## src/rtl/alu_div_seq.sv

```systemverilog
// Sequential restoring divider for RV32M DIV/DIVU/REM/REMU.
// Borrows the shared 32-bit adder for every negate and subtract step; fixed 35-cycle latency.
module alu_div_seq #(
  parameter int XLEN = 32
) (
  input  logic            iClk,
  input  logic            iRst,
  input  logic            iValid,
  output logic            oReady,
  input  logic [1:0]      iOp,
  input  logic [XLEN-1:0] iA,
  input  logic [XLEN-1:0] iB,
  input  logic            iFlush,
  output logic            oValid,
  input  logic            iReady,
  output logic [XLEN-1:0] oResult,
  output logic [XLEN-1:0] oAddX,
  output logic [XLEN-1:0] oAddY,
  output logic            oAddCarry,
  input  logic [XLEN-1:0] iAddS,
  input  logic            iAddCarry
);

  typedef enum logic [2:0] {
    IDLE = 3'd0,
    NEGA = 3'd1,
    NEGB = 3'd2,
    DIV  = 3'd3,
    FIX  = 3'd4,
    DONE = 3'd5
  } state_t;

  state_t            state_q, state_d;
  logic [XLEN-1:0]   a_q, a_d;
  logic [XLEN-1:0]   b_q, b_d;
  logic [XLEN-1:0]   q_q, q_d;
  logic [XLEN-1:0]   r_q, r_d;
  logic [XLEN-1:0]   res_q, res_d;
  logic [4:0]        cnt_q, cnt_d;
  logic [1:0]        op_q, op_d;
  logic              negq_q, negq_d;
  logic              negr_q, negr_d;

  logic              is_signed;
  logic [XLEN-1:0]   shifted;
  logic [XLEN-1:0]   sel;
  logic              neg;

  assign is_signed = ~op_q[0];
  assign shifted   = {r_q[XLEN-2:0], q_q[XLEN-1]};
  assign sel       = op_q[1] ? r_q : q_q;

  always_comb begin
    unique case (op_q)
      2'b00:   neg = negq_q;
      2'b10:   neg = negr_q;
      default: neg = 1'b0;
    endcase
  end

  always_comb begin
    state_d   = state_q;
    a_d       = a_q;
    b_d       = b_q;
    q_d       = q_q;
    r_d       = r_q;
    res_d     = res_q;
    cnt_d     = cnt_q;
    op_d      = op_q;
    negq_d    = negq_q;
    negr_d    = negr_q;
    oAddX     = '0;
    oAddY     = '0;
    oAddCarry = 1'b0;

    unique case (state_q)
      IDLE: begin
        if (iValid) begin
          a_d     = iA;
          b_d     = iB;
          op_d    = iOp;
          state_d = NEGA;
        end
      end
      NEGA: begin
        oAddX     = ~a_q;
        oAddCarry = 1'b1;
        if (is_signed && a_q[XLEN-1]) a_d = iAddS;
        negq_d  = is_signed & (a_q[XLEN-1] ^ b_q[XLEN-1]) & (b_q != '0);
        negr_d  = is_signed & a_q[XLEN-1];
        state_d = NEGB;
      end
      NEGB: begin
        oAddX     = ~b_q;
        oAddCarry = 1'b1;
        if (is_signed && b_q[XLEN-1]) b_d = iAddS;
        q_d     = a_q;
        r_d     = '0;
        cnt_d   = 5'd31;
        state_d = DIV;
      end
      DIV: begin
        oAddX     = shifted;
        oAddY     = ~b_q;
        oAddCarry = 1'b1;
        // R[31] set means the 33-bit partial remainder already exceeds any divisor.
        if (iAddCarry || r_q[XLEN-1]) begin
          r_d = iAddS;
          q_d = {q_q[XLEN-2:0], 1'b1};
        end else begin
          r_d = shifted;
          q_d = {q_q[XLEN-2:0], 1'b0};
        end
        cnt_d = cnt_q - 5'd1;
        if (cnt_q == 5'd0) state_d = FIX;
      end
      FIX: begin
        oAddX     = ~sel;
        oAddCarry = 1'b1;
        res_d     = neg ? iAddS : sel;
        state_d   = DONE;
      end
      DONE: begin
        if (iReady) state_d = IDLE;
      end
      default: state_d = IDLE;
    endcase

    if (iFlush) state_d = IDLE;
  end

  always_ff @(posedge iClk or posedge iRst) begin
    if (iRst) begin
      state_q <= IDLE;
      a_q     <= '0;
      b_q     <= '0;
      q_q     <= '0;
      r_q     <= '0;
      res_q   <= '0;
      cnt_q   <= '0;
      op_q    <= '0;
      negq_q  <= 1'b0;
      negr_q  <= 1'b0;
    end else begin
      state_q <= state_d;
      a_q     <= a_d;
      b_q     <= b_d;
      q_q     <= q_d;
      r_q     <= r_d;
      res_q   <= res_d;
      cnt_q   <= cnt_d;
      op_q    <= op_d;
      negq_q  <= negq_d;
      negr_q  <= negr_d;
    end
  end

  assign oReady  = (state_q == IDLE);
  assign oValid  = (state_q == DONE);
  assign oResult = res_q;

endmodule
```

## config.mk

```make
export PLATFORM = sky130hd
export DESIGN_NAME = alu_div_seq
export DESIGN_NICKNAME = d
export VERILOG_FILES = /design/src/rtl/alu_div_seq.sv
export SDC_FILE = /design/constraint.sdc
export NUM_CORES = 1
export LEC_CHECK = 0
export CAP_MARGIN = 40
export CELL_PAD_IN_SITES_DETAIL_PLACEMENT = 2
export CELL_PAD_IN_SITES_GLOBAL_PLACEMENT = 2
export CORE_UTILIZATION = 29
export CTS_BUF_LIST = sky130_fd_sc_hd__clkbuf_8
export DETAILED_ROUTE_END_ITERATION = 10
export GPL_TIMING_DRIVEN = 0
export PLACE_DENSITY_LB_ADDON = 0.1
export SYNTH_ARGS = -nofsm -noshare
export SYNTH_HDL_FRONTEND = slang
export SYNTH_SLANG_ARGS = --single-unit
```

## constraint.sdc

```tcl
create_clock -name iClk -period 5.8 [get_ports iClk]
set_clock_uncertainty 0.2 [all_clocks]
set_input_delay 0.58 -clock iClk [delete_from_list [all_inputs] [get_ports iClk]]
set_output_delay 0.58 -clock iClk [all_outputs]
set_load 0.03 [all_outputs]
```

# Yosys cells after proc, flatten, opt, wreduce, memory -nomap -nowiden
# Cells that the tools add are included.
# totals
inputBits,104
mem_count,0
mem_bits_rw,0
latchBits,0
register_bits,172
rom_bits,0
# op_classes
magnitude_cmp,0
n_bitwise,8
n_reduce_logical,15
n_addsub,1
n_div,0
muxes,22
multipliers,0
eq_ne,12
shift,0
# ops
op,n
32-bit 2-to-1 mux,8
32-bit one-hot mux with 2 select lines,4
32-bit one-hot mux with 4 select lines,1
32-bit inverter,3
32-bit nonzero test,1
3-bit one-hot mux with 6 select lines,1
3-bit 2-to-1 mux,4
5-bit one-hot mux with 2 select lines,1
3-bit AND reduction,3
"3-bit by 2-bit equality test with 1-bit output, second input constant",2
"3-bit equality test, second input constant",2
"2-bit inequality test, second input constant",3
"3-bit by 2-bit inequality test with 1-bit output, second input constant",2
2-bit nonzero test,3
5-bit zero test,1
"5-bit by 1-bit subtractor with 5-bit output, second input constant",1
4-bit OR reduction,1
1-bit bitwise AND,3
"3-bit by 1-bit equality test with 1-bit output, second input constant",1
3-bit zero test,1
"3-bit inequality test, second input constant",1
"2-bit equality test, second input constant",1
1-bit logical AND,2
2-bit zero test,1
other kinds (6),7

# Depth between registers and ports, before layout
# Gate-level depths: netlist of the first run.
# logic_depth
depth_word,4
ltp_mapped,7
depth_no_buf,5

# Worst setup path after synthesis of the first run
# Ideal clock, no wire load.
# synth_path
path_kind,register -> output
start,register state_q[2]
end,output port oAddX[11]
path_buffers,3
required_ns,5.020
t_arrival_ns,1.836
path_slack_ns,3.184
path_stages_with_launch,6
cell_sequence,dfrtp_1 > buf_2 > or3b_1 > buf_2 > buf_2 > o221ai_1
# synth_via
elab_chain_cells,2
# synth_lines
item,line_no,text
start: declaration,33,"state_t state_q, state_d;"
start signal: assignment,145,state_q <= state_d;
"3-bit equality test, or another cell as far along",76,unique case (state_q)
32-bit one-hot mux with 4 select lines *,76,
end: declaration,17,"output logic [XLEN-1:0] oAddX,"
# Mark *: on every way between the ends. The rest lies on a longest branch, timed or not.

# Worst setup path after layout of the first run
# layout_path
start,register state_q[1]
end,output port oAddX[7]
# The elaborated chain is that of the path after synthesis.

==> results.json, run 1 <==
{
  "worstPathRequired_ns": 5.02,
  "power.leakage_nw": 5.19,
  "cts_tree": "done",
  "pwr-share-seq_pct": 34.7,
  "die_w_um": 181,
  "synth-edff-count": 0,
  "ys_types": 40,
  "final_layout_size_suffix_gt1_share_pct": 7.74,
  "h-tree-depth": 4,
  "mappedNetlistArea_um2": 9260,
  "n_antenna_cell": 0,
  "fmax_mhz": 233,
  "overflow": 0,
  "rsz0062_at_grt": "no",
  "fp-row-count": 65,
  "min_period_ns": 4.29,
  "worstSetupEndpointType": "output port",
  "detail_route.iter0.violations": 465,
  "ys_async_sr_fraction_pct": 100,
  "synthesis.nets": 1092,
  "yosys.area.top_type_share_pct": 46.5,
  "port-buffer-count": 202,
  "finalSetupViolations": 0,
  "clkLatencyLatePin_ns": 0.48,
  "cts.reportedPaths.clkPinSlew_ns": 0.11,
  "root_buffer": "clkbuf_8",
  "ctsHoldBuffers": 0,
  "p_clk_share_pct": 12.4,
  "finalCritPeriodShare_pct": 74.0,
  "critical_path_arrival_ns": 3.51,
  "synth_top_area_cell": "dfrtp_1",
  "gp_congestion": 0.834,
  "grt_antenna_before_repair": 0,
  "power_switching_mw": 3.35,
  "wl_per_cell_um": 26.4,
  "postLayoutCoreUtil_pct": 38.9,
  "dpl.hpwl_mm": 31.5,
  "synth_seq_cells": 172,
  "cts_buffer_depth": 2,
  "synthTopCellsByArea": "dfrtp_1 46%, mux2i_1 17%, o21ai_0 6.4%",
  "ys_warn_count": 0,
  "ys.flop_type": "dfrtp_1",
  "viasPerCell": 5.43,
  "powerDensity_nw_per_um2": 552,
  "grtUsageTotal_pct": 26.9,
  "design.die.area_um2": 32700,
  "syn_inst": 987,
  "worstSetupPathType": "reg2out",
  "numCtsBuffers": 17,
  "p_int_mw": 3.41,
  "firstDrtPassIters": 5,
  "switching_share_pct": 49.6,
  "max_slew.worst_pin.slew_ns": 0.931,
  "core_area_um2": 31500,
  "yosysSeqAreaShare_pct": 46.5,
  "min_path_type": "in2async",
  "path_max_fanout": 10,
  "drt_wl_total_mm": 43.0,
  "die_h_um": 181,
  "reg2reg_slack_ns": 3.04,
  "postCtsResizedCells": 0,
  "drcViolationCount": 0,
  "combPwrFrac_pct": 52.8,
  "drv_slew": 0,
  "ant_nets": 0,
  "vias": 8849,
  "start_util_pct": 29.4,
  "final.setup.tns_ns": 0,
  "drv_cap": 0,
  "grt_max_degree": 84,
  "status": "completed",
  "crit_path_start_kind": "flop",
  "final_nets": 1320,
  "avgSynthCellArea_um2": 9.38,
  "finalHoldViolations": 0,
  "peakVddDrop_uv": 203,
  "grt_pass1_vias": 9796,
  "ioPinCount": 203,
  "grt_pass1_wl_mm": 64.8,
  "post_cts_buffers": 0,
  "relSlewSlack_pct": 37.9,
  "cts.sinks": 172,
  "syn_to_final_growth_pct": 32.3
}
sequential cells by signal (all words and copies together), names as in the netlist:
signal	cells
cnt_q	5
negq_q	1
negr_q	1
b_q	32
oResult	32
a_q	32
op_q	2
state_q	3
r_q	32
q_q	32
metal layers:
layer  track usage [%]  share of wire, %
met1              36.2                46
met4              7.56               1.9
met5                 0                 0
met3              3.53               3.5
met2              45.1                48
path summary, 6_finish.rpt:
check                                       startpoint                    to  cells past startpoint
worst max-delay path            state_q[1]$_DFFE_PP0P_              oAddX[7]                      7
worst min-delay path                              iRst   a_q[30]$_DFFE_PP0P_                      2
worst max register to register  state_q[1]$_DFFE_PP0P_   b_q[25]$_DFFE_PP0P_                      6
worst min register to register    cnt_q[3]$_DFFE_PP0P_  cnt_q[3]$_DFFE_PP0P_                      1
max in group asynchronous                         iRst    q_q[4]$_DFFE_PP0P_                      4
min in group iClk                 cnt_q[3]$_DFFE_PP0P_  cnt_q[3]$_DFFE_PP0P_                      1
through the flow:
| stage | setup WS [ns] | cell area [um^2] | std cells | total power [mW] | hold WS, ns |
|---|---|---|---|---|---|
| 2_1_floorplan | 0.360 | 9260 | 987 | 4.28 | 0.245 |
| 3_3_place_gp | -2.73 | 11800 | 1591 | 5.81 | 0.262 |
| 3_5_place_dp | 2.02 | 11900 | 1598 | 5.94 | 0.280 |
| 4_1_cts | 1.51 | 12300 | 1630 | 6.80 | 0.229 |
| 5_1_grt | 1.39 | 12300 | 1630 | 7.14 | 0.240 |
| 6_report | 1.51 | 12300 | 1630 | 6.76 | 0.243 |
cells by family after synthesis:
kind of cell             count (synthesis)  share of synthesized area, %
XOR/XNOR                                 2                         0.189
adder cells (fa/ha/maj)                  1                         0.135
buffers and inverters                   89                          4.31
multiplexers                           181                          19.9
AO/OA/AOI/OAI                          279                          17.3
AND/OR/NAND/NOR                        263                          11.7
flip-flops                             172                          46.5
power by group through the flow:
| stage | Sequential, mW | Combinational, mW | Clock (mW) |
|---|---|---|---|
| final | 2.35 | 3.57 | 0.841 |
| after global routing | 2.41 | 3.83 | 0.887 |
| after CTS | 2.35 | 3.60 | 0.855 |
| after detailed placement | 2.36 | 3.58 | 0 |
| after global placement | 2.35 | 3.47 | 0 |
| after floorplan | 2.28 | 1.99 | 0 |
layout make-up:
cell class / instances / area, um^2
Timing Repair Buffer: 209 / 2130
Multi-Input combinational cell: 726 / 4560
Buffer: 81 / 369
Sequential cell: 172 / 4300
Fill cell: 3525 / 19200
Inverter: 8 / 37.5
Clock inverter: 15 / 116
Clock buffer: 17 / 234
Tap cell: 402 / 503
worst max-delay path: stages, from the launching register on:
cell             delay [ns]
dfrtp_1                0.33
buf_2                  0.21
nor2_1                 0.12
nand2_1                0.34
buf_2                  0.41
clkbuf_1               0.70
o221ai_1               0.27
clkdlybuf4s50_1        0.66
synthesized netlist by cell type (all sizes together) (9+ instances only):
cell type and n:
o21ai 149, nand2 143, o22ai 15, o221ai 19
buf 36, o31ai 11, a21oi 59, clkbuf 45
nor4 9, dfrtp 172, mux2i 158, mux2 23
nor2 90
cell usage in the layout, fill, tap and decap left out, types with 4 or more instances in the layout:
cell type | Yosys | routed
clkbuf_1 | 45 | 45
o21ai_0 | 119 | 119
mux2_2 | 23 | 23
clkbuf_8 | 0 | 17
dfrtp_1 | 172 | 172
and3_1 | 4 | 4
mux2i_1 | 158 | 158
nand2b_1 | 5 | 5
nor3_1 | 4 | 4
nor2_1 | 90 | 90
o21ai_1 | 30 | 30
inv_1 | 8 | 9
buf_4 | 3 | 5
o31ai_1 | 10 | 10
a22oi_1 | 7 | 7
o221ai_1 | 19 | 19
buf_6 | 3 | 5
nand2_1 | 143 | 143
a21oi_1 | 59 | 59
o22ai_1 | 15 | 15
buf_1 | 5 | 5
clkdlybuf4s50_1 | 0 | 202
nor4_1 | 9 | 9
a22o_1 | 8 | 8
clkinvlp_4 | 0 | 5
a2bb2oi_1 | 5 | 5
buf_2 | 25 | 25
(Power assumes the default switching activity.)
==> run 2: changes to the inputs <==
CORE_UTILIZATION = 32   (was 29)
clock period = 4.13 ns   (was 5.8 ns; I/O delays follow)
==> run 2 against run 1 <==
Compared with the run above:
- critical path depth is 1 higher
- total power is 41% higher
- clock power is 40% higher
- via count is 3.3% higher
- critical endpoint is now oAddX[8]
- flip-flop and latch count stayed put
- sequential share of layout area hardly changed
- cell area hardly changed
==> results.json, run 2 (synthesis results as in run 1) <==
{
  "worstPathRequired_ns": 3.52,
  "h-tree-depth": 4,
  "grt_antenna_before_repair": 1,
  "cp-startpoint": "state_q[1]$_DFFE_PP0P_",
  "final_nets": 1321,
  "grt_max_degree": 37,
  "dpl.hpwl_mm": 31.1,
  "fill_cells": 3132,
  "seqCellArea_um2": 4300,
  "final.setup.tns_ns": 0,
  "viasPerCell": 5.68,
  "ant_nets": 0,
  "root_buffer": "clkbuf_8",
  "die_h_um": 172,
  "grt_pass1_vias": 10000,
  "final_common_cell": "clkdlybuf4s50_1",
  "max_slew.worst_pin.slew_ns": 0.957,
  "status": "completed",
  "drv_cap": 0,
  "final_layout_size_suffix_gt1_share_pct": 7.89,
  "critical_path_arrival_ns": 3.44,
  "drt_wl_total_mm": 43.0,
  "multiInputGateArea_um2": 4560,
  "gp_congestion": 0.858,
  "relSlewSlack_pct": 36.2,
  "vias": 9138,
  "firstDrtPassIters": 5,
  "die_w_um": 172,
  "min_period_ns": 4.05,
  "design.die.area_um2": 29600,
  "crit_chain": "buf_2, nor2b_1, and2_0, clkbuf_1, buf_6, a22oi_1, o221ai_1, clkdlybuf4s50_1",
  "peakVddDrop_uv": 277,
  "crit_path_start_kind": "flop",
  "power.leakage_nw": 5.21,
  "min_path_type": "reg2reg",
  "cpPeakStageDelay_ns": 0.74,
  "min_from": "oResult[17]$_DFFE_PP0N_",
  "cts_buffer_depth": 2,
  "wl_per_cell_um": 26.7,
  "fin_total_pwr_mw": 9.52,
  "mostFrequentLayoutCells": "202 x clkdlybuf4s50_1, 172 x dfrtp_1, 158 x mux2i_1",
  "finalCritPeriodShare_pct": 98.1,
  "place_area_um2": 11900,
  "core_area_um2": 28100,
  "r2r_start": "state_q[1]$_DFFE_PP0P_",
  "port-buffer-count": 202,
  "finalHoldViolations": 0,
  "cts_tree": "done",
  "fp-row-count": 61,
  "syn_to_final_growth_pct": 32.3,
  "cts.sinks": 172,
  "drv_slew": 0,
  "path_max_fanout": 10,
  "ioPinCount": 203,
  "final_area_um2": 12300,
  "numCtsBuffers": 17,
  "cts.reportedPaths.clkPinSlew_ns": 0.10,
  "fmax_mhz": 247,
  "powerDensity_nw_per_um2": 777,
  "cp_slowest_cell": "clkdlybuf4s50_1",
  "grt_pass1_wl_mm": 64.6,
  "detail_route.iter0.violations": 560,
  "start_util_pct": 33.0,
  "finalSetupViolations": 0,
  "overflow": 0,
  "worstSetupEndpointType": "output port",
  "clkLatencyLatePin_ns": 0.48,
  "worstSetupPathType": "reg2out",
  "drcViolationCount": 0,
  "grtUsageTotal_pct": 30.0,
  "rsz0062_at_grt": "no"
}
## run 2: cell count changes in the layout (fill, tap and decap cells not counted), sizes merged
cell,before,now
dlygate4sd3,0,1
clkbuf,62,63
clkinvlp,5,6
clkinv,3,2
diode,0,1
inv,15,14
## run 2: report_power, final
part | internal, mW | switching, mW | total [mW] | leakage, nW
logic | 1.92 | 3.11 | 5.03 | 2.91
clock network | 0.445 | 0.739 | 1.18 | 0.176
registers | 2.43 | 0.870 | 3.30 | 2.12
total | 4.80 | 4.72 | 9.52 | 5.21
## run 2: layer usage
metal / track usage, % / wire length, um / vias to the layer above
met2: 49.8 / 20500 / 305
met4: 9.08 / 977 / 0
met1: 40.3 / 19300 / 4807
met5: 0 / 0 / -
li1: - / - / 3963
met3: 4.51 / 2130 / 63
## run 2: cell type report
class | instances | area share, %
inverters | 8 | 0.276
diodes | 1 | 0.0204
repair buffers | 210 | 17.6
well taps | 378 | 3.86
multi-input cells | 726 | 37.2
clock inverters | 14 | 0.929
flip-flops and latches | 172 | 35.1
plain buffers | 81 | 3.03
clock buffers | 18 | 2.02
## run 2: metrics by stage
stage	std cells	worst slack, ns	hold WS (ns)	util (%)
3_3_place_gp	1567	-0.410	0.263	41.9
6_report	1608	0.0772	0.296	43.6
3_5_place_dp	1574	0.418	0.274	42.3
5_1_grt	1607	0.00173	0.338	43.6
4_1_cts	1607	0.0173	0.298	43.6
2_1_floorplan	987	1.32	0.245	-
## run 2: worst max-delay path, delay by kind of cell, from the launching register on
family / cells / cell delay (ns)
flops: 1 / 0.35
compound gates: 2 / 0.24
buf+inv: 4 / 1.51
simple gates: 2 / 0.87
## run 2: final timing paths
path | slack (ns) | cells after the start | to
max | 0.08 | 8 | oAddX[8]
min | 0.30 | 2 | oResult[17]$_DFFE_PP0N_
max reg2reg | 1.26 | 6 | b_q[1]$_DFFE_PP0P_
min reg2reg | 0.30 | 2 | oResult[17]$_DFFE_PP0N_
max in group asynchronous | 2.21 | 6 | oResult[17]$_DFFE_PP0N_
min in group asynchronous | 0.53 | 3 | oResult[0]$_DFFE_PP0N_
## run 2: timing repair
action / in CTS / in global routing
hold buffers: 1 / 0
endpoints found under the setup margin: 7 / 6
setup buffers: 0 / 0
gates resized for setup: 1 / 3
hold endpoints to repair: 1 / 0
==> run 3: changes to the inputs <==
RECOVER_POWER = 25   (was unset)
==> run 3 against run 2 <==
Compared with the run above:
- the run now ends with capacitance limit, slew limit left
- flip-flop and latch count is the same
- critical path depth unchanged
- routed wire length hardly changed
- hold slack is essentially flat
- die area is the same
- first-iteration DRC count down 4.8%
- highest routed layer unchanged
- critical endpoint unchanged
==> results.json, run 3 (synthesis results as in run 1) <==
{
  "worstSetupEndpointType": "output port",
  "path_delay_family": "buffers and inverters",
  "powerDensity_nw_per_um2": 779,
  "die_w_um": 172,
  "die_h_um": 172,
  "peakVddDrop_uv": 278,
  "finalCritPeriodShare_pct": 98.2,
  "finalSetupViolations": 0,
  "start_util_pct": 33.0,
  "ant_nets": 0,
  "firstDrtPassIters": 4,
  "post_cts_buffers": 0,
  "relSlewSlack_pct": -37.2,
  "overflow": 0,
  "gp_congestion": 0.858,
  "min_to": "oResult[17]$_DFFE_PP0N_",
  "clkLatencyLatePin_ns": 0.49,
  "rsz0062_at_grt": "no",
  "cts.reportedPaths.clkPinSlew_ns": 0.10,
  "port-buffer-count": 202,
  "crit_path_start_kind": "flop",
  "pwr-share-seq_pct": 34.7,
  "max_slew.worst_pin.slew_ns": 2.06,
  "fp-row-count": 61,
  "place_area_um2": 11900,
  "cp_slowest_cell": "clkdlybuf4s50_1",
  "grtUsageTotal_pct": 30.0,
  "combPwrFrac_pct": 52.8,
  "grt_antenna_before_repair": 1,
  "vias": 9148,
  "p_int_mw": 4.79,
  "critical_path_arrival_ns": 3.44,
  "final_area_um2": 12200,
  "numCtsBuffers": 17,
  "mostFrequentLayoutCells": "201 x clkdlybuf4s50_1, 172 x dfrtp_1, 158 x mux2i_1",
  "drt_wl_total_mm": 43.0,
  "cts.sinks": 172,
  "cpPeakStageDelay_ns": 0.74,
  "path_max_fanout": 10,
  "finalHoldViolations": 0,
  "ioPinCount": 203,
  "final_cells": 1608,
  "root_buffer": "clkbuf_8",
  "viasPerCell": 5.69,
  "drv_slew": 69,
  "min_from": "oResult[17]$_DFFE_PP0N_",
  "hold-path-cell-count": 2,
  "drv_cap": 2,
  "fin_total_pwr_mw": 9.51,
  "final_nets": 1321,
  "power_switching_mw": 4.72,
  "critPathBufInv": 4,
  "cts_buffer_depth": 2,
  "crit_chain": "buf_2, nor2b_1, and2_0, clkbuf_1, buf_6, a22oi_1, o221ai_1, clkdlybuf4s50_1",
  "r2r_start": "state_q[1]$_DFFE_PP0P_",
  "final_common_cell": "clkdlybuf4s50_1",
  "power.leakage_nw": 5.19,
  "drcViolationCount": 0,
  "cts_tree": "done",
  "grt_max_degree": 37,
  "final_layout_size_suffix_gt1_share_pct": 7.73,
  "wl_per_cell_um": 26.7,
  "h-tree-depth": 4,
  "dpl.cell_count": 1574,
  "violations": "capacitance limit, slew limit",
  "syn_to_final_growth_pct": 32.0,
  "detail_route.iter0.violations": 533,
  "switching_share_pct": 49.6,
  "fill_cells": 3136,
  "core_area_um2": 28100,
  "hold-worst-slack_ns": 0.296,
  "grt_pass1_vias": 10000,
  "dpl.hpwl_mm": 31.1,
  "p_clk_share_pct": 12.5,
  "min_period_ns": 4.06,
  "worstSetupPathType": "reg2out",
  "reg2reg_slack_ns": 1.28,
  "status": "complete, but fails checks",
  "postLayoutCoreUtil_pct": 43.5,
  "worstRegToRegCells": 6,
  "worstPathRequired_ns": 3.52,
  "design.die.area_um2": 29600,
  "grt_pass1_wl_mm": 64.6,
  "fmax_mhz": 246,
  "r2r_end": "b_q[1]$_DFFE_PP0P_",
  "min_path_type": "reg2reg"
}
## run 3: what timing repair did
action / in CTS / in global routing
gates resized for setup: 1 / 3
endpoints found under the hold margin: 1 / 0
hold buffers: 1 / 0
setup endpoints to repair: 7 / 6
## run 3: how the worst max path moves through the flow
stage,from,cells after the start,to,slack [ns]
floorplan,iRst,1,a_q[0]$_DFFE_PP0P_,1.32
global placement,iRst,2,b_q[13]$_DFFE_PP0P_,-0.41
detailed placement,state_q[1]$_DFFE_PP0P_,7,oAddX[12],0.42
CTS,state_q[1]$_DFFE_PP0P_,7,oAddX[9],0.02
global route,state_q[1]$_DFFE_PP0P_,8,oAddX[8],0.002
finish,state_q[1]$_DFFE_PP0P_,8,oAddX[8],0.07
## run 3: layout make-up
| type | instances | area [um^2] | share of cell area, % |
|---|---|---|---|
| antenna | 1 | 2.50 | 0.0205 |
| buffer | 81 | 372 | 3.04 |
| clock buffer | 18 | 248 | 2.03 |
| clock inverter | 14 | 114 | 0.932 |
| inverter | 8 | 31.3 | 0.256 |
| multi-input combinational | 726 | 4560 | 37.3 |
| sequential | 172 | 4300 | 35.2 |
| tap | 378 | 473 | 3.87 |
| timing repair buffer | 210 | 2120 | 17.3 |
## run 3: metrics by stage
| step | worst slack [ns] | setup TNS [ns] |
|---|---|---|
| 6_report | 0.0732 | 0 |
| 5_1_grt | 0.00173 | 0 |
| 4_1_cts | 0.0173 | 0 |
| 3_5_place_dp | 0.418 | 0 |
| 3_3_place_gp | -0.410 | -66.00 |
| 2_1_floorplan | 1.32 | 0 |
## run 3: worst register-to-register path, delay by kind of cell, from the launching register on
family	cells	cell delay, ns
buf+inv	3	1.01
compound gates	2	0.95
flops	1	0.38
simple gates	1	0.16
## run 3: metal layers
| metal | routed length, um | GRT usage, % | vias up | share of wire (%) |
|---|---|---|---|---|
| met5 | 0 | 0 | - | 0 |
| met3 | 2090 | 4.51 | 59 | 4.9 |
| met4 | 961 | 9.08 | 0 | 2.2 |
| li1 | - | - | 3961 | - |
| met1 | 19300 | 40.3 | 4818 | 45 |
| met2 | 20600 | 49.8 | 310 | 48 |
## run 3: power by group through the flow
stage / Clock [mW] / Sequential [mW] / Combinational [mW]
floorplan: 0 / 3.21 / 2.80
global placement: 0 / 3.28 / 4.82
detailed placement: 0 / 3.31 / 5.00
CTS: 1.20 / 3.29 / 5.04
global route: 1.25 / 3.39 / 5.38
finish: 1.18 / 3.31 / 5.02
